<file path="src/rtl/pe_ctrl_pkg.sv">
// Shared PE-controller definitions: sequencer state encoding and default datapath widths.
package pe_ctrl_pkg;

   localparam int PE_DW    = 16;
   localparam int PE_ACC_W = 32;

   // Explicit encodings keep state values stable for existing array-level controllers.
   typedef enum logic [2:0] {
      IDLE   = 3'd0,
      LOAD   = 3'd1,
      MAC    = 3'd2,
      DRAIN  = 3'd3,
      RESULT = 3'd4
   } pe_state_e;

endpackage

</file>
<file path="src/rtl/pe_dot_seq_if.sv">
// Command, operand, PE-control and result signals of the dot-product sequencer.
interface pe_dot_seq_if #(
   parameter int DW    = 16,
   parameter int ACC_W = 32,
   parameter int LEN_W = 8
);
   logic             cmd_valid;
   logic             cmd_ready;
   logic [LEN_W-1:0] cmd_len;
   logic [ACC_W-1:0] cmd_bias;

   logic             op_valid;
   logic             op_ready;
   logic [DW-1:0]    op_a;
   logic [DW-1:0]    op_b;

   logic             pe_en;
   logic             pe_load_acc;
   logic [DW-1:0]    pe_a;
   logic [DW-1:0]    pe_b;
   logic [ACC_W-1:0] pe_psum;
   logic [ACC_W-1:0] pe_acc;

   logic             res_valid;
   logic             res_ready;
   logic [ACC_W-1:0] res_data;
   logic             busy;

   // Environment side: issues commands/operands, hosts the PE, consumes results.
   modport master (
      output cmd_valid, cmd_len, cmd_bias, op_valid, op_a, op_b, pe_acc, res_ready,
      input  cmd_ready, op_ready, pe_en, pe_load_acc, pe_a, pe_b, pe_psum,
             res_valid, res_data, busy
   );

   // Sequencer side.
   modport slave (
      input  cmd_valid, cmd_len, cmd_bias, op_valid, op_a, op_b, pe_acc, res_ready,
      output cmd_ready, op_ready, pe_en, pe_load_acc, pe_a, pe_b, pe_psum,
             res_valid, res_data, busy
   );

endinterface

</file>
<file path="src/rtl/pe_dot_seq.sv">
// Dot-product sequencer for one MAC PE: bias preload, one en per operand pair, drain, result.
// Optional PE_DOT_SEQ_STALL_CNT_EN adds a saturating operand-stall counter output.
module pe_dot_seq
   import pe_ctrl_pkg::*;
#(
   parameter int DW     = PE_DW,
   parameter int ACC_W  = PE_ACC_W,
   parameter int LEN_W  = 8,
   parameter int PE_LAT = 1
) (
   input  logic        clk,
   input  logic        rst,
   pe_dot_seq_if.slave bus
`ifdef PE_DOT_SEQ_STALL_CNT_EN
   ,
   output logic [15:0] stall_cnt
`endif
);

   localparam int DRN_W = (PE_LAT > 1) ? $clog2(PE_LAT) : 1;

   pe_state_e        state;
   logic [LEN_W-1:0] len_q;
   logic [ACC_W-1:0] bias_q;
   logic [LEN_W:0]   cnt;
   logic [LEN_W:0]   cnt_inc;
   logic [DRN_W-1:0] drain_cnt;
   logic             drain_last;
   logic [ACC_W-1:0] res_q;
   logic             cmd_fire;
   logic             mac_fire;

   // cmd_ready is masked by rst so the reset cycle never accepts a command.
   assign bus.cmd_ready   = (state == IDLE) && !rst;
   assign bus.op_ready    = (state == MAC);
   assign bus.pe_en       = (state == MAC) && bus.op_valid;
   assign bus.pe_load_acc = (state == LOAD);
   assign bus.pe_a        = bus.pe_en ? bus.op_a : DW'(0);
   assign bus.pe_b        = bus.pe_en ? bus.op_b : DW'(0);
   assign bus.pe_psum     = (state == LOAD) ? bias_q : '0;
   assign bus.res_valid   = (state == RESULT);
   assign bus.res_data    = res_q;
   assign bus.busy        = (state != IDLE);

   assign cmd_fire   = bus.cmd_valid && bus.cmd_ready;
   assign mac_fire   = bus.pe_en;
   assign cnt_inc    = cnt + (LEN_W + 1)'(1);
   assign drain_last = (drain_cnt == DRN_W'(PE_LAT - 1));

   always_ff @(posedge clk) begin
      if (rst) begin
         state     <= IDLE;
         len_q     <= '0;
         bias_q    <= '0;
         cnt       <= '0;
         drain_cnt <= '0;
         res_q     <= '0;
      end else begin
         case (state)
            IDLE: begin
               if (cmd_fire) begin
                  len_q  <= bus.cmd_len;
                  bias_q <= bus.cmd_bias;
                  cnt    <= '0;
                  state  <= LOAD;
               end
            end
            LOAD: begin
               drain_cnt <= '0;
               state     <= (len_q != '0) ? MAC : DRAIN;
            end
            MAC: begin
               if (mac_fire) begin
                  cnt <= cnt_inc;
                  if (cnt_inc == {1'b0, len_q}) state <= DRAIN;
               end
            end
            DRAIN: begin
               if (drain_last) begin
                  res_q <= bus.pe_acc;
                  state <= RESULT;
               end else begin
                  drain_cnt <= drain_cnt + DRN_W'(1);
               end
            end
            RESULT: begin
               if (bus.res_ready) state <= IDLE;
            end
            default: state <= IDLE;
         endcase
      end
   end

`ifdef PE_DOT_SEQ_STALL_CNT_EN
   always_ff @(posedge clk) begin
      if (rst || cmd_fire) begin
         stall_cnt <= '0;
      end else if ((state == MAC) && !bus.op_valid && (stall_cnt != '1)) begin
         stall_cnt <= stall_cnt + 16'd1;
      end
   end
`endif

endmodule
</file>
<file path="src/flat_wrapper.sv">
// flat-port wrapper written by rule: the top's interface ports become plain ports
module pe_dot_seq_flat import pe_ctrl_pkg::*;
#(
   parameter int DW     = PE_DW,
   parameter int ACC_W  = PE_ACC_W,
   parameter int LEN_W  = 8,
   parameter int PE_LAT = 1
)
  (clk, rst, bus_cmd_valid, bus_cmd_len, bus_cmd_bias, bus_op_valid, bus_op_a, bus_op_b, bus_pe_acc, bus_res_ready, bus_cmd_ready, bus_op_ready, bus_pe_en, bus_pe_load_acc, bus_pe_a, bus_pe_b, bus_pe_psum, bus_res_valid, bus_res_data, bus_busy);
  pe_dot_seq_if #(.DW(DW), .ACC_W(ACC_W), .LEN_W(LEN_W)) bus_i ();
  input  logic clk;
  input  logic rst;
  input wire logic [$bits(bus_i.cmd_valid)-1:0] bus_cmd_valid;
  input wire logic [$bits(bus_i.cmd_len)-1:0] bus_cmd_len;
  input wire logic [$bits(bus_i.cmd_bias)-1:0] bus_cmd_bias;
  input wire logic [$bits(bus_i.op_valid)-1:0] bus_op_valid;
  input wire logic [$bits(bus_i.op_a)-1:0] bus_op_a;
  input wire logic [$bits(bus_i.op_b)-1:0] bus_op_b;
  input wire logic [$bits(bus_i.pe_acc)-1:0] bus_pe_acc;
  input wire logic [$bits(bus_i.res_ready)-1:0] bus_res_ready;
  output wire logic [$bits(bus_i.cmd_ready)-1:0] bus_cmd_ready;
  output wire logic [$bits(bus_i.op_ready)-1:0] bus_op_ready;
  output wire logic [$bits(bus_i.pe_en)-1:0] bus_pe_en;
  output wire logic [$bits(bus_i.pe_load_acc)-1:0] bus_pe_load_acc;
  output wire logic [$bits(bus_i.pe_a)-1:0] bus_pe_a;
  output wire logic [$bits(bus_i.pe_b)-1:0] bus_pe_b;
  output wire logic [$bits(bus_i.pe_psum)-1:0] bus_pe_psum;
  output wire logic [$bits(bus_i.res_valid)-1:0] bus_res_valid;
  output wire logic [$bits(bus_i.res_data)-1:0] bus_res_data;
  output wire logic [$bits(bus_i.busy)-1:0] bus_busy;
  assign bus_i.cmd_valid = bus_cmd_valid;
  assign bus_i.cmd_len = bus_cmd_len;
  assign bus_i.cmd_bias = bus_cmd_bias;
  assign bus_i.op_valid = bus_op_valid;
  assign bus_i.op_a = bus_op_a;
  assign bus_i.op_b = bus_op_b;
  assign bus_i.pe_acc = bus_pe_acc;
  assign bus_i.res_ready = bus_res_ready;
  assign bus_cmd_ready = bus_i.cmd_ready;
  assign bus_op_ready = bus_i.op_ready;
  assign bus_pe_en = bus_i.pe_en;
  assign bus_pe_load_acc = bus_i.pe_load_acc;
  assign bus_pe_a = bus_i.pe_a;
  assign bus_pe_b = bus_i.pe_b;
  assign bus_pe_psum = bus_i.pe_psum;
  assign bus_res_valid = bus_i.res_valid;
  assign bus_res_data = bus_i.res_data;
  assign bus_busy = bus_i.busy;
  pe_dot_seq #(.DW(DW), .ACC_W(ACC_W), .LEN_W(LEN_W), .PE_LAT(PE_LAT)) u_core (.clk(clk), .rst(rst), .bus(bus_i));
endmodule
</file>
<file path="config.mk">
export PLATFORM = sky130hd
export DESIGN_NAME = pe_dot_seq_flat
export DESIGN_NICKNAME = d
export VERILOG_FILES = /design/src/rtl/pe_ctrl_pkg.sv /design/src/rtl/pe_dot_seq_if.sv /design/src/rtl/pe_dot_seq.sv /design/src/flat_wrapper.sv
export SDC_FILE = /design/constraint.sdc
export NUM_CORES = 1
export LEC_CHECK = 0
export CELL_PAD_IN_SITES_DETAIL_PLACEMENT = 1
export CELL_PAD_IN_SITES_GLOBAL_PLACEMENT = 2
export CORE_AREA = 2 2 138 140
export DETAILED_ROUTE_END_ITERATION = 8
export DIE_AREA = 0 0 140 142
export GPL_TIMING_DRIVEN = 1
export PLACE_DENSITY_LB_ADDON = 0.1
export SLEW_MARGIN = 20
export SYNTH_ARGS = -nofsm -noshare
export SYNTH_HDL_FRONTEND = slang
export SYNTH_SLANG_ARGS = --single-unit
</file>
<file path="constraint.sdc">
create_clock -name clk -period 3.6 [get_ports clk]
set_clock_uncertainty 0.05 [all_clocks]
set_input_delay 0.72 -clock clk [delete_from_list [all_inputs] [get_ports clk]]
set_output_delay 0.72 -clock clk [all_outputs]
set_load 0.05 [all_outputs]
</file>
==> metrics.txt, run 1 <==
# TYPE chip_impl_metric gauge
chip_impl_info{name="cpLargestDelayFamily",value="buffers and inverters"} 1
chip_impl_metric{name="vias_per_cell",unit=""} 4.507
chip_impl_metric{name="grt_use_total",unit="%"} 15.32
chip_impl_metric{name="finalCriticalPeriod",unit="ps"} 3047
chip_impl_metric{name="netSwitchingFraction",unit="%"} 35.16
chip_impl_metric{name="switching_power",unit="W"} 0.001070
chip_impl_metric{name="tightest_slew",unit="ps"} 868.1
chip_impl_metric{name="postCtsHoldBufs",unit=""} 0
chip_impl_metric{name="total_routed_wire_length_on_the_met1_layer",unit="mm"} 6.318
chip_impl_metric{name="rows",unit=""} 50
chip_impl_info{name="hold_path_class",value="reg2reg"} 1
chip_impl_metric{name="count_of_input_and_output_buffers",unit=""} 210
chip_impl_metric{name="initial_antenna_violation_count",unit=""} 0
chip_impl_metric{name="cts.repair.resized",unit=""} 0
chip_impl_metric{name="post_synthesis_cell_area",unit="sq um"} 3980
chip_impl_metric{name="die_area",unit="sq um"} 19880
chip_impl_metric{name="dr_total_vias",unit=""} 4246
chip_impl_metric{name="route.detailed.drc",unit=""} 16
chip_impl_metric{name="overflow",unit=""} 0
chip_impl_metric{name="ys_warn_count",unit=""} 0
chip_impl_metric{name="first_global_vias",unit=""} 4379
chip_impl_metric{name="crit_path_max_fanout",unit=""} 22
chip_impl_metric{name="finalSetupTns",unit="ps"} 0
chip_impl_metric{name="max_stage_delay",unit="ps"} 890
chip_impl_info{name="worst_path_max_delay_cell",value="clkdlybuf4s50_1"} 1
chip_impl_metric{name="synth_area_per_cell",unit="sq um"} 7.684
chip_impl_metric{name="setup_viol",unit=""} 0
chip_impl_info{name="clock_tree_from_tritoncts",value="yes"} 1
chip_impl_metric{name="grt_start_max_net_pins",unit=""} 85
chip_impl_metric{name="met2_length",unit="mm"} 7.465
chip_impl_metric{name="clk_path_buf_depth",unit=""} 2
chip_impl_metric{name="combPwrFrac",unit="%"} 34.4
chip_impl_metric{name="vdd_drop_max",unit="V"} 0.0002122
chip_impl_metric{name="instances_no_fill",unit=""} 942
chip_impl_info{name="failed_checks",value="DRC"} 1
chip_impl_metric{name="die_height",unit="microns"} 142
chip_impl_metric{name="cell_count_after_synthesis",unit=""} 518
chip_impl_info{name="rsz0062_at_grt",value="no"} 1
chip_impl_metric{name="routed_antenna_nets",unit=""} 0
chip_impl_info{name="crit_path_cell_chain",value="clkdlybuf4s50_1 > nand2_4 > inv_1 > buf_12"} 1
chip_impl_metric{name="maxClockFrequency",unit="MHz"} 328.2
chip_impl_metric{name="finalWirelength",unit="mm"} 15.36
chip_impl_metric{name="crit_arrival",unit="ps"} 2280
chip_impl_metric{name="synth.lib_cells_used.distinct",unit=""} 43
chip_impl_metric{name="reg_power_share",unit="%"} 36.1
chip_impl_metric{name="initial_standard_cell_utilization_of_the_core",unit="%"} 21.57
chip_impl_metric{name="max_cap_violations",unit=""} 0
chip_impl_metric{name="internal-power",unit="W"} 0.001973
chip_impl_metric{name="core_area",unit="sq um"} 18460
chip_impl_metric{name="drt-pass1-iter-count",unit=""} 8
chip_impl_metric{name="drt_iter0_markers",unit=""} 174
chip_impl_metric{name="leakage",unit="nW"} 2.872
chip_impl_metric{name="dp.final_hpwl",unit="mm"} 11.17
chip_impl_metric{name="max_slew_margin",unit="%"} 42.13
chip_impl_metric{name="fraction_of_the_yosys_area_taken_by_sequential_cells",unit="%"} 42.25
chip_impl_metric{name="fin_total_pwr",unit="W"} 0.003043
chip_impl_metric{name="clock_tree.htree_level_count",unit=""} 3
chip_impl_metric{name="worstSkewPairLatency",unit="ps"} 340
chip_impl_metric{name="syn2layout_area_growth",unit="%"} 80.54
chip_impl_info{name="most_frequent_standard_cell_in_the_layout_excluding_fill_and_tap_cells",value="nand2_1"} 1
chip_impl_metric{name="power.share.clock",unit="%"} 29.5
chip_impl_metric{name="ys_seq_elements",unit=""} 84
chip_impl_info{name="dr.max_layer_used",value="met4"} 1
chip_impl_info{name="most-common-layout-cells",value="153 x nand2_1, 143 x clkdlybuf4s50_1, 84 x dfxtp_1, 66 x buf_12, 46 x a21oi_1"} 1
chip_impl_metric{name="synth_nets",unit=""} 628
chip_impl_metric{name="final_layout_size_suffix_gt1_share",unit="%"} 13.70
chip_impl_metric{name="slew_violations",unit=""} 0
chip_impl_metric{name="grt_first_pass_wirelength",unit="mm"} 24.05
chip_impl_info{name="result_of_the_run",value="complete, but fails checks"} 1
chip_impl_metric{name="wl_met3",unit="mm"} 1.361
chip_impl_metric{name="placed_cells_incl_taps",unit=""} 926
chip_impl_metric{name="asyncSetResetFlopFracSynth",unit="%"} 0
chip_impl_info{name="critPathKind",value="in2out"} 1
chip_impl_metric{name="cts_buf_count",unit=""} 9
chip_impl_info{name="synth_ff_type",value="dfxtp_1"} 1
chip_impl_metric{name="final_worst_path_period_share",unit="%"} 84.64
chip_impl_metric{name="timing_hold_violations_final",unit=""} 0
chip_impl_metric{name="worstPathRequired",unit="ps"} 2830
chip_impl_metric{name="cts_sinks",unit=""} 84
chip_impl_metric{name="path_buf_inv",unit=""} 3
chip_impl_metric{name="avgRoutedWirePerCell",unit="microns"} 16.31
chip_impl_metric{name="diodes",unit=""} 0
chip_impl_metric{name="num_io_pins",unit=""} 211
chip_impl_metric{name="power_density",unit="nW/um^2"} 423.4
chip_impl_metric{name="clkTransAtPathRegs",unit="ps"} 70
chip_impl_info{name="end_kind",value="output pin"} 1
chip_impl_info{name="crit_path_start_kind",value="input pin"} 1
chip_impl_metric{name="place_congestion",unit=""} 0.7946
chip_impl_metric{name="synth_edf_count",unit=""} 0
chip_impl_info{name="cts_root_buf",value="clkbuf_16"} 1
chip_impl_metric{name="post_cts_buffers",unit=""} 0
chip_impl_metric{name="final_net_count",unit=""} 813
chip_impl_metric{name="dieWidth",unit="microns"} 140
-- stage by stage --
step / instance area (sq um) / hold WS, ps / utilization (%) / setup WS, ps
after floorplan: 3980 / 394.8 / - / 967.3
final: 7186 / 403.4 / 38.94 / 553.1
after CTS: 7186 / 407.7 / 38.94 / 528.0
after detailed placement: 6902 / 397.5 / 37.40 / 537.0
after global routing: 7186 / 427.4 / 38.94 / 433.6
after global placement: 6902 / 391.3 / 37.40 / 608.4
-- cells in the mapped netlist, drive strengths merged, types with 3 or more instances --
master	count	area, sq um
and2	35	219.0
xor2	4	35.03
nand3b	43	322.8
nand2	154	585.6
nor3b	4	46.29
nand3	6	30.03
dfxtp	84	1682
nor4	4	40.04
nand4	4	25.02
clkbuf	31	117.6
or3	3	18.77
o21ai	10	50.05
nor3	3	15.01
buf	14	78.83
nor2	12	52.55
xnor2	5	43.79
a21oi	46	230.2
and3	33	206.5
-- layout make-up --
class                           count  area (sq um)
Clock inverter                      6         45.04
Multi-Input combinational cell    388          2098
Sequential cell                    84          1682
Tap cell                          234         292.8
Fill cell                        2135         11270
Timing Repair Buffer              219          2825
Inverter                            1         3.754
Clock buffer                       10         239.0
-- tightest hold or removal path, cell delays in order, from the launching register on --
cell and delay, ps:
dfxtp_1 310, nand2_1 50, a21oi_1 50
-- routing by layer --
| metal | up-vias | track usage (%) |
|---|---|---|
| li1 | 2090 | - |
| met1 | 2009 | 18.00 |
| met2 | 134 | 26.47 |
| met3 | 13 | 5.485 |
| met4 | 0 | 4.413 |
| met5 | - | 0 |
-- kinds of logic (layout without fill, tap and decap cells) --
group                    count (synthesis)  count (layout)  share of synthesized area (%)
XOR/XNOR                                 9               9                          1.980
buffers and inverters                   46             236                          5.030
AO/OA/AOI/OAI                           65              65                          8.740
AND/OR/NAND/NOR                        311             311                          41.18
flip-flops                              84              84                          42.25
adder cells (fa/ha/maj)                  1               1                         0.3143
multiplexers                             2               2                         0.5030
-- state kept, by name, summed over array words and instances, names as in the netlist --
signal,count
u_core.bias_q,32
u_core.len_q,8
u_core.state,3
u_core.bus.res_data,32
u_core.cnt,9
-- path summary, 6_finish.rpt --
check / start / end / slack, ps / depth (start not counted)
max reg2reg: u_core.state[1] / u_core.cnt[2] / 1360 / 7
max: bus_op_valid / bus_pe_en / 550 / 4
min: u_core.bus.res_data[13] / u_core.bus.res_data[13] / 400 / 2
min reg2reg: u_core.bus.res_data[13] / u_core.bus.res_data[13] / 400 / 2
-- power groups by stage --
stage          logic (W)  registers (W)  clock network (W)
3_5_place_dp     0.00106        0.00112                  0
4_1_cts          0.00107        0.00110           0.000947
2_1_floorplan   0.000539        0.00113                  0
3_3_place_gp     0.00105        0.00111                  0
6_report         0.00105        0.00110           0.000897
5_1_grt          0.00111        0.00111           0.000990
(Power assumes the default switching activity.)
==> run 2, diff against run 1 <==
--- a/config.mk
+++ b/config.mk
@@ -7,9 +7,9 @@
 export LEC_CHECK = 0
 export CELL_PAD_IN_SITES_DETAIL_PLACEMENT = 1
 export CELL_PAD_IN_SITES_GLOBAL_PLACEMENT = 2
-export CORE_AREA = 2 2 138 140
+export CORE_AREA = 2 2 152 154
 export DETAILED_ROUTE_END_ITERATION = 8
-export DIE_AREA = 0 0 140 142
+export DIE_AREA = 0 0 154 156
 export GPL_TIMING_DRIVEN = 1
 export PLACE_DENSITY_LB_ADDON = 0.1
 export SLEW_MARGIN = 20
==> constraint.sdc (replaced) <==
create_clock -name clk -period 2.55 [get_ports clk]
set_clock_uncertainty 0.05 [all_clocks]
set_input_delay 0.51 -clock clk [delete_from_list [all_inputs] [get_ports clk]]
set_output_delay 0.51 -clock clk [all_outputs]
set_load 0.05 [all_outputs]
==> run 2 against run 1 <==
First-iteration DRC count decreased by 57%. Sequential power increased by 40%. Setup slack got worse by 380 ps. Register-to-register slack worse by 870 ps. Sequential share of layout area fell by 0.54 points. Power rose by 47%. Final area is 2.4% higher. Global-route usage shrank 1.9 points. The flow now finishes without violations. Critical path depth grew 1. Combinational power rose by 47%. Core utilization fell by 6.0 points. Die area up 21%.
==> metrics.txt, run 2 (synthesized netlist as in run 1, its figures left out) <==
# TYPE chip_impl_metric gauge
chip_impl_metric{name="clkTransAtPathRegs",unit="ps"} 70
chip_impl_metric{name="fillers",unit=""} 2542
chip_impl_metric{name="initial_standard_cell_utilization_of_the_core",unit="%"} 17.80
chip_impl_metric{name="finalSetupTns",unit="ps"} 0
chip_impl_metric{name="avgRoutedWirePerCell",unit="microns"} 15.97
chip_impl_info{name="crit_path_start_kind",value="flop"} 1
chip_impl_metric{name="drt_iter0_markers",unit=""} 75
chip_impl_metric{name="overflow",unit=""} 0
chip_impl_metric{name="worstSkewPairLatency",unit="ps"} 350
chip_impl_metric{name="final.hold.worst_slack",unit="ps"} 407.3
chip_impl_metric{name="dr_total_vias",unit=""} 4276
chip_impl_metric{name="internal-power",unit="W"} 0.002909
chip_impl_metric{name="crit_arrival",unit="ps"} 1810
chip_impl_metric{name="dp.final_hpwl",unit="mm"} 11.42
chip_impl_metric{name="final_worst_path_period_share",unit="%"} 93.05
chip_impl_metric{name="finalWirelength",unit="mm"} 15.93
chip_impl_info{name="clock_tree_from_tritoncts",value="yes"} 1
chip_impl_info{name="result_of_the_run",value="complete, no violations"} 1
chip_impl_metric{name="grt_first_pass_wirelength",unit="mm"} 25.43
chip_impl_metric{name="maxClockFrequency",unit="MHz"} 421.4
chip_impl_metric{name="drt-pass1-iter-count",unit=""} 4
chip_impl_metric{name="worstPathRequired",unit="ps"} 1990
chip_impl_metric{name="timing_hold_violations_final",unit=""} 0
chip_impl_metric{name="route.detailed.drc",unit=""} 0
chip_impl_metric{name="syn2layout_area_growth",unit="%"} 84.82
chip_impl_metric{name="vias_per_cell",unit=""} 4.289
chip_impl_metric{name="dieWidth",unit="microns"} 154
chip_impl_metric{name="routed_antenna_nets",unit=""} 0
chip_impl_metric{name="count_of_input_and_output_buffers",unit=""} 210
chip_impl_metric{name="final_net_count",unit=""} 817
chip_impl_metric{name="max_slew_margin",unit="%"} 42.78
chip_impl_metric{name="final_layout_size_suffix_gt1_share",unit="%"} 14.75
chip_impl_metric{name="die_height",unit="microns"} 156
chip_impl_info{name="critPathKind",value="reg2out"} 1
chip_impl_metric{name="leakage",unit="nW"} 2.930
chip_impl_metric{name="clock_tree.htree_level_count",unit=""} 3
chip_impl_metric{name="core_area",unit="sq um"} 22370
chip_impl_info{name="most-common-layout-cells",value="153 x nand2_1, 139 x clkdlybuf4s50_1, 84 x dfxtp_1, 70 x buf_12, 46 x a21oi_1"} 1
chip_impl_metric{name="reg_power_share",unit="%"} 34.5
chip_impl_info{name="most_frequent_standard_cell_in_the_layout_excluding_fill_and_tap_cells",value="nand2_1"} 1
chip_impl_metric{name="place_congestion",unit=""} 0.7050
chip_impl_metric{name="final_design_area_no_fill",unit="sq um"} 7356
chip_impl_metric{name="register_cell_area_after_layout",unit="sq um"} 1682
chip_impl_metric{name="post_dp_cell_area",unit="sq um"} 7042
chip_impl_metric{name="setup_viol",unit=""} 0
chip_impl_metric{name="rows",unit=""} 55
chip_impl_metric{name="switching_power",unit="W"} 0.001550
chip_impl_metric{name="netSwitchingFraction",unit="%"} 34.77
chip_impl_metric{name="max_cap_violations",unit=""} 0
chip_impl_metric{name="initial_antenna_violation_count",unit=""} 0
chip_impl_info{name="rsz0062_at_grt",value="no"} 1
chip_impl_metric{name="die_area",unit="sq um"} 24020
chip_impl_metric{name="grt_start_max_net_pins",unit=""} 85
chip_impl_metric{name="vdd_drop_max",unit="V"} 0.0002877
chip_impl_metric{name="cts_buf_count",unit=""} 9
chip_impl_info{name="hold_path_class",value="reg2reg"} 1
chip_impl_metric{name="grt_use_total",unit="%"} 13.40
chip_impl_metric{name="num_io_pins",unit=""} 211
chip_impl_metric{name="combPwrFrac",unit="%"} 34.6
chip_impl_metric{name="tightest_slew",unit="ps"} 858.3
chip_impl_metric{name="post_cts_buffers",unit=""} 0
chip_impl_metric{name="crit_path_max_fanout",unit=""} 38
chip_impl_metric{name="clk_path_buf_depth",unit=""} 2
chip_impl_metric{name="power.share.clock",unit="%"} 30.9
chip_impl_metric{name="first_global_vias",unit=""} 4632
chip_impl_metric{name="diodes",unit=""} 0
chip_impl_info{name="end_kind",value="output pin"} 1
chip_impl_metric{name="cts_sinks",unit=""} 84
chip_impl_metric{name="slew_violations",unit=""} 0
chip_impl_info{name="cts_root_buf",value="clkbuf_16"} 1
chip_impl_metric{name="finalCriticalPeriod",unit="ps"} 2373
chip_impl_metric{name="power_density",unit="nW/um^2"} 606.2
chip_impl_metric{name="multi_input_gate_area",unit="sq um"} 2105
==> run 2: area by class of cell <==
class,count,area share (%)
inverter,1,0.05103
timing repair buffer,223,39.46
multi-input combinational,388,28.61
clock buffer,9,3.062
clock inverter,7,1.106
tap,285,4.848
sequential,84,22.86
==> run 2: timing repair <==
action                     4_1_cts  5_1_grt
setup endpoints to repair        0       34
gates resized for setup          0        2
hold buffers                     0        0
==> run 2: critical path: stages, from the launching register on <==
cell     delay, ps
dfxtp_1        510
nor3b_4        260
buf_6          280
nand2_4        130
inv_1          140
buf_12         150
==> run 2: per-layer routing <==
layer / GRT usage (%) / routed length, microns
met1: 14.91 / 6447
met2: 23.98 / 8161
met3: 4.111 / 1041
met4: 5.118 / 276
met5: 0 / 0
==> run 2: worst paths after layout <==
path / startpoint / end / slack, ps / cells after the start
hold / removal: u_core.bus.res_data[8] / u_core.bus.res_data[8] / 410 / 2
hold reg to reg: u_core.bus.res_data[8] / u_core.bus.res_data[8] / 410 / 2
setup / recovery: u_core.state[1] / bus_pe_en / 180 / 5
setup reg to reg: u_core.cnt[0] / u_core.state[0] / 490 / 6
==> run 2: through the flow <==
stage	power, W	util, %	worst slack, ps	cells
after detailed placement	0.003132	31.49	326.8	981
after global routing	0.004710	32.89	30.15	997
after global placement	0.003107	31.49	380.2	981
after floorplan	0.002361	-	127.3	518
after CTS	0.004558	32.86	34.84	997
final	0.004459	32.89	177.2	997
==> run 2: power groups by stage <==
stage                     Sequential [W]  Combinational (W)  Clock (W)
after floorplan                  0.00160           0.000762          0
after global placement           0.00156            0.00155          0
after detailed placement         0.00157            0.00156          0
after CTS                        0.00154            0.00157    0.00145
after global routing             0.00156            0.00166    0.00150
final                            0.00154            0.00154    0.00138
==> run 3, diff against run 2 <==
--- a/config.mk
+++ b/config.mk
@@ -5,11 +5,12 @@
 export SDC_FILE = /design/constraint.sdc
 export NUM_CORES = 1
 export LEC_CHECK = 0
+export ABC_AREA = 1
 export CELL_PAD_IN_SITES_DETAIL_PLACEMENT = 1
 export CELL_PAD_IN_SITES_GLOBAL_PLACEMENT = 2
-export CORE_AREA = 2 2 152 154
+export CORE_AREA = 2 2 154 156
 export DETAILED_ROUTE_END_ITERATION = 8
-export DIE_AREA = 0 0 154 156
+export DIE_AREA = 0 0 156 158
 export GPL_TIMING_DRIVEN = 1
 export PLACE_DENSITY_LB_ADDON = 0.1
 export SLEW_MARGIN = 20
==> run 3 against run 2 <==
Sequential share of layout area increased by 0.10 points. Power increased by 27%. Worst hold slack improved by 3.6 ps. Flip-flop and latch count unchanged. Combinational power increased by 73%. Routed wire length decreased by 2.3%. Global-route usage decreased by 0.62 points. Via count decreased by 0.70%. Core utilization decreased by 1.1 points. Largest power group is now combinational cells.
==> metrics.txt, run 3 <==
# TYPE chip_impl_metric gauge
chip_impl_metric{name="fin_total_pwr",unit="W"} 0.005683
chip_impl_info{name="worstHoldStart",value="u_core.bias_q[0]"} 1
chip_impl_info{name="synth_area_leaders",value="dfxtp_1 44%, nor2_1 13%, inv_1 9.0%"} 1
chip_impl_metric{name="core_area",unit="sq um"} 23050
chip_impl_metric{name="count_of_input_and_output_buffers",unit=""} 210
chip_impl_metric{name="place_congestion",unit=""} 0.7662
chip_impl_info{name="synth.most_common_cell",value="nor2_1"} 1
chip_impl_metric{name="setup_viol",unit=""} 0
chip_impl_metric{name="register_cell_area_after_layout",unit="sq um"} 1684
chip_impl_metric{name="power_density",unit="nW/um^2"} 775.0
chip_impl_metric{name="final_net_count",unit=""} 872
chip_impl_metric{name="num_io_pins",unit=""} 211
chip_impl_metric{name="placed_cells_incl_taps",unit=""} 1040
chip_impl_metric{name="ys_warn_count",unit=""} 0
chip_impl_info{name="critPathKind",value="reg2out"} 1
chip_impl_info{name="hold_path_class",value="reg2reg"} 1
chip_impl_info{name="synth.top_cells.by_count",value="135 x nor2_1, 92 x inv_1, 84 x dfxtp_1, 52 x a21oi_1, 51 x nand2_1"} 1
chip_impl_info{name="r2r-start",value="u_core.state[2]"} 1
chip_impl_metric{name="rows",unit=""} 56
chip_impl_metric{name="grt_start_max_net_pins",unit=""} 65
chip_impl_metric{name="vias_per_cell",unit=""} 4.013
chip_impl_info{name="crit_path_start_kind",value="flop"} 1
chip_impl_metric{name="routed_antenna_nets",unit=""} 0
chip_impl_info{name="result_of_the_run",value="complete, no violations"} 1
chip_impl_metric{name="cell_count_after_synthesis",unit=""} 562
chip_impl_metric{name="finalCriticalPeriod",unit="ps"} 2410
chip_impl_metric{name="syn2layout_area_growth",unit="%"} 90.17
chip_impl_metric{name="synth_edf_count",unit=""} 0
chip_impl_metric{name="max_cap_violations",unit=""} 0
chip_impl_info{name="most-common-layout-cells",value="140 x clkdlybuf4s50_1, 92 x nor2_1, 90 x inv_1, 82 x dfxtp_1, 69 x buf_12"} 1
chip_impl_metric{name="dieWidth",unit="microns"} 156
chip_impl_info{name="clock_tree_from_tritoncts",value="yes"} 1
chip_impl_info{name="crit_path_start",value="u_core.state[1]"} 1
chip_impl_metric{name="max_stage_delay",unit="ps"} 390
chip_impl_metric{name="initial_antenna_violation_count",unit=""} 1
chip_impl_info{name="cpLargestDelayFamily",value="simple AND/OR/NAND/NOR gates"} 1
chip_impl_metric{name="drt-pass1-iter-count",unit=""} 4
chip_impl_metric{name="synth.lib_cells_used.distinct",unit=""} 25
chip_impl_metric{name="fraction_of_the_yosys_area_taken_by_sequential_cells",unit="%"} 43.61
chip_impl_metric{name="synth_nets",unit=""} 672
chip_impl_metric{name="initial_standard_cell_utilization_of_the_core",unit="%"} 16.73
chip_impl_metric{name="tightest_slew",unit="ps"} 633.2
chip_impl_metric{name="die_height",unit="microns"} 158
chip_impl_metric{name="final_layout_size_suffix_gt1_share",unit="%"} 20.47
chip_impl_metric{name="drt_iter0_markers",unit=""} 128
chip_impl_metric{name="finalWirelength",unit="mm"} 15.55
chip_impl_metric{name="cts_buf_count",unit=""} 9
chip_impl_info{name="crit_path_cell_chain",value="inv_1 > nor3_4 > buf_12 > nand2_8 > nor2_1 > buf_12"} 1
chip_impl_metric{name="path_buf_inv",unit=""} 3
chip_impl_metric{name="postCtsHoldBufs",unit=""} 0
chip_impl_info{name="rsz0062_at_grt",value="no"} 1
chip_impl_metric{name="grt_first_pass_wirelength",unit="mm"} 24.30
chip_impl_info{name="synthDominantAreaCellType",value="dfxtp_1"} 1
chip_impl_info{name="worst_path_max_delay_cell",value="dfxtp_2"} 1
chip_impl_info{name="end_kind",value="output pin"} 1
chip_impl_metric{name="die_area",unit="sq um"} 24650
chip_impl_metric{name="route.detailed.drc",unit=""} 0
chip_impl_metric{name="asyncSetResetFlopFracSynth",unit="%"} 0
chip_impl_metric{name="vdd_drop_max",unit="V"} 0.0003048
chip_impl_info{name="most_frequent_standard_cell_in_the_layout_excluding_fill_and_tap_cells",value="clkdlybuf4s50_1"} 1
chip_impl_metric{name="grt_use_total",unit="%"} 12.78
chip_impl_metric{name="worstPathRequired",unit="ps"} 1990
chip_impl_metric{name="clk_path_buf_depth",unit=""} 2
chip_impl_info{name="synth_ff_type",value="dfxtp_1"} 1
chip_impl_metric{name="instances_no_fill",unit=""} 1058
chip_impl_metric{name="final_worst_path_period_share",unit="%"} 94.49
chip_impl_metric{name="max_slew_margin",unit="%"} 57.72
chip_impl_metric{name="slew_violations",unit=""} 0
chip_impl_info{name="crit_path_frequent_cell",value="buf_12"} 1
chip_impl_metric{name="crit_arrival",unit="ps"} 1850
chip_impl_metric{name="cts_sinks",unit=""} 84
chip_impl_metric{name="worstSkewPairLatency",unit="ps"} 350
chip_impl_metric{name="leakage",unit="nW"} 2.920
chip_impl_metric{name="crit_path_max_fanout",unit=""} 35
chip_impl_metric{name="maxClockFrequency",unit="MHz"} 415.0
chip_impl_metric{name="avgRoutedWirePerCell",unit="microns"} 14.70
chip_impl_metric{name="fillers",unit=""} 2683
chip_impl_metric{name="synth_area_per_cell",unit="sq um"} 6.862
chip_impl_metric{name="multi_input_gate_area",unit="sq um"} 1752
chip_impl_metric{name="ys_seq_elements",unit=""} 84
chip_impl_metric{name="dr_total_vias",unit=""} 4246
chip_impl_metric{name="clkTransAtPathRegs",unit="ps"} 60
chip_impl_metric{name="dp.final_hpwl",unit="mm"} 11.83
chip_impl_metric{name="synth_top_cell_area_share",unit="%"} 43.61
chip_impl_metric{name="timing_hold_violations_final",unit=""} 0
chip_impl_metric{name="first_global_vias",unit=""} 4579
chip_impl_metric{name="clock_tree.htree_level_count",unit=""} 3
chip_impl_info{name="cts_root_buf",value="clkbuf_16"} 1
chip_impl_metric{name="post_synthesis_cell_area",unit="sq um"} 3856
chip_impl_metric{name="overflow",unit=""} 0
==> run 3: repair_timing <==
action,in CTS,in global routing
resized for setup,1,12
setup endpoints to repair,1,56
buffers inserted,0,1
hold endpoints to repair,0,0
cloned,0,0
pin swaps,0,2
==> run 3: worst paths after layout <==
| path | end | slack [ps] | cells after the start |
|---|---|---|---|
| max | bus_pe_b[8] | 140 | 6 |
| min | u_core.bias_q[0] | 410 | 2 |
| max reg2reg | u_core.bias_q[8] | 720 | 7 |
| min reg2reg | u_core.bias_q[0] | 410 | 2 |
==> run 3: cell type report <==
cell class	count	share of cell area, %
Multi-Input combinational cell	352	23.89
Sequential cell	84	22.97
Inverter	96	4.948
Clock inverter	7	1.109
Tap cell	290	4.948
Antenna cell	1	0.03412
Timing Repair Buffer	219	39.04
Clock buffer	9	3.071
==> run 3: power by group <==
part	switching [W]	internal, W	leakage, nW
logic	0.00166	0.00102	2.08
clock network	0.000610	0.000776	0.152
registers	0.000100	0.00153	0.685
==> run 3: tightest hold or removal path: stages, from the launching register on <==
cell,delay (ps)
dfxtp_1,300
inv_1,60
a21oi_1,60
==> run 3: per-stage QoR <==
step / instance area (sq um) / util, % / setup slack (ps) / TNS [ps] / hold WS, ps
2_1_floorplan: 3946 / - / -130.5 / -7010 / 380.1
3_3_place_gp: 6964 / 30.21 / 250.6 / 0 / 393.2
3_5_place_dp: 6964 / 30.21 / 196.3 / 0 / 405.3
4_1_cts: 7273 / 31.55 / 6.335 / 0 / 415.0
5_1_grt: 7331 / 31.80 / 23.50 / 0 / 431.1
6_report: 7333 / 31.81 / 140.5 / 0 / 411.0
==> run 3: cell families after synthesis <==
| logic type | after synthesis | synth area share (%) |
|---|---|---|
| flip-flops | 84 | 43.61 |
| buffers and inverters | 126 | 14.15 |
| AND/OR/NAND/NOR | 222 | 24.76 |
| adder cells (fa/ha/maj) | 1 | 0.3244 |
| AO/OA/AOI/OAI | 129 | 17.16 |
==> run 3: per-layer routing <==
metal	part of all wire [%]	track usage, %	up-vias
met5	0	0	-
met4	1.1	3.801	0
met3	10	5.858	15
met2	45	20.59	139
met1	43	15.26	1944
li1	-	-	2148
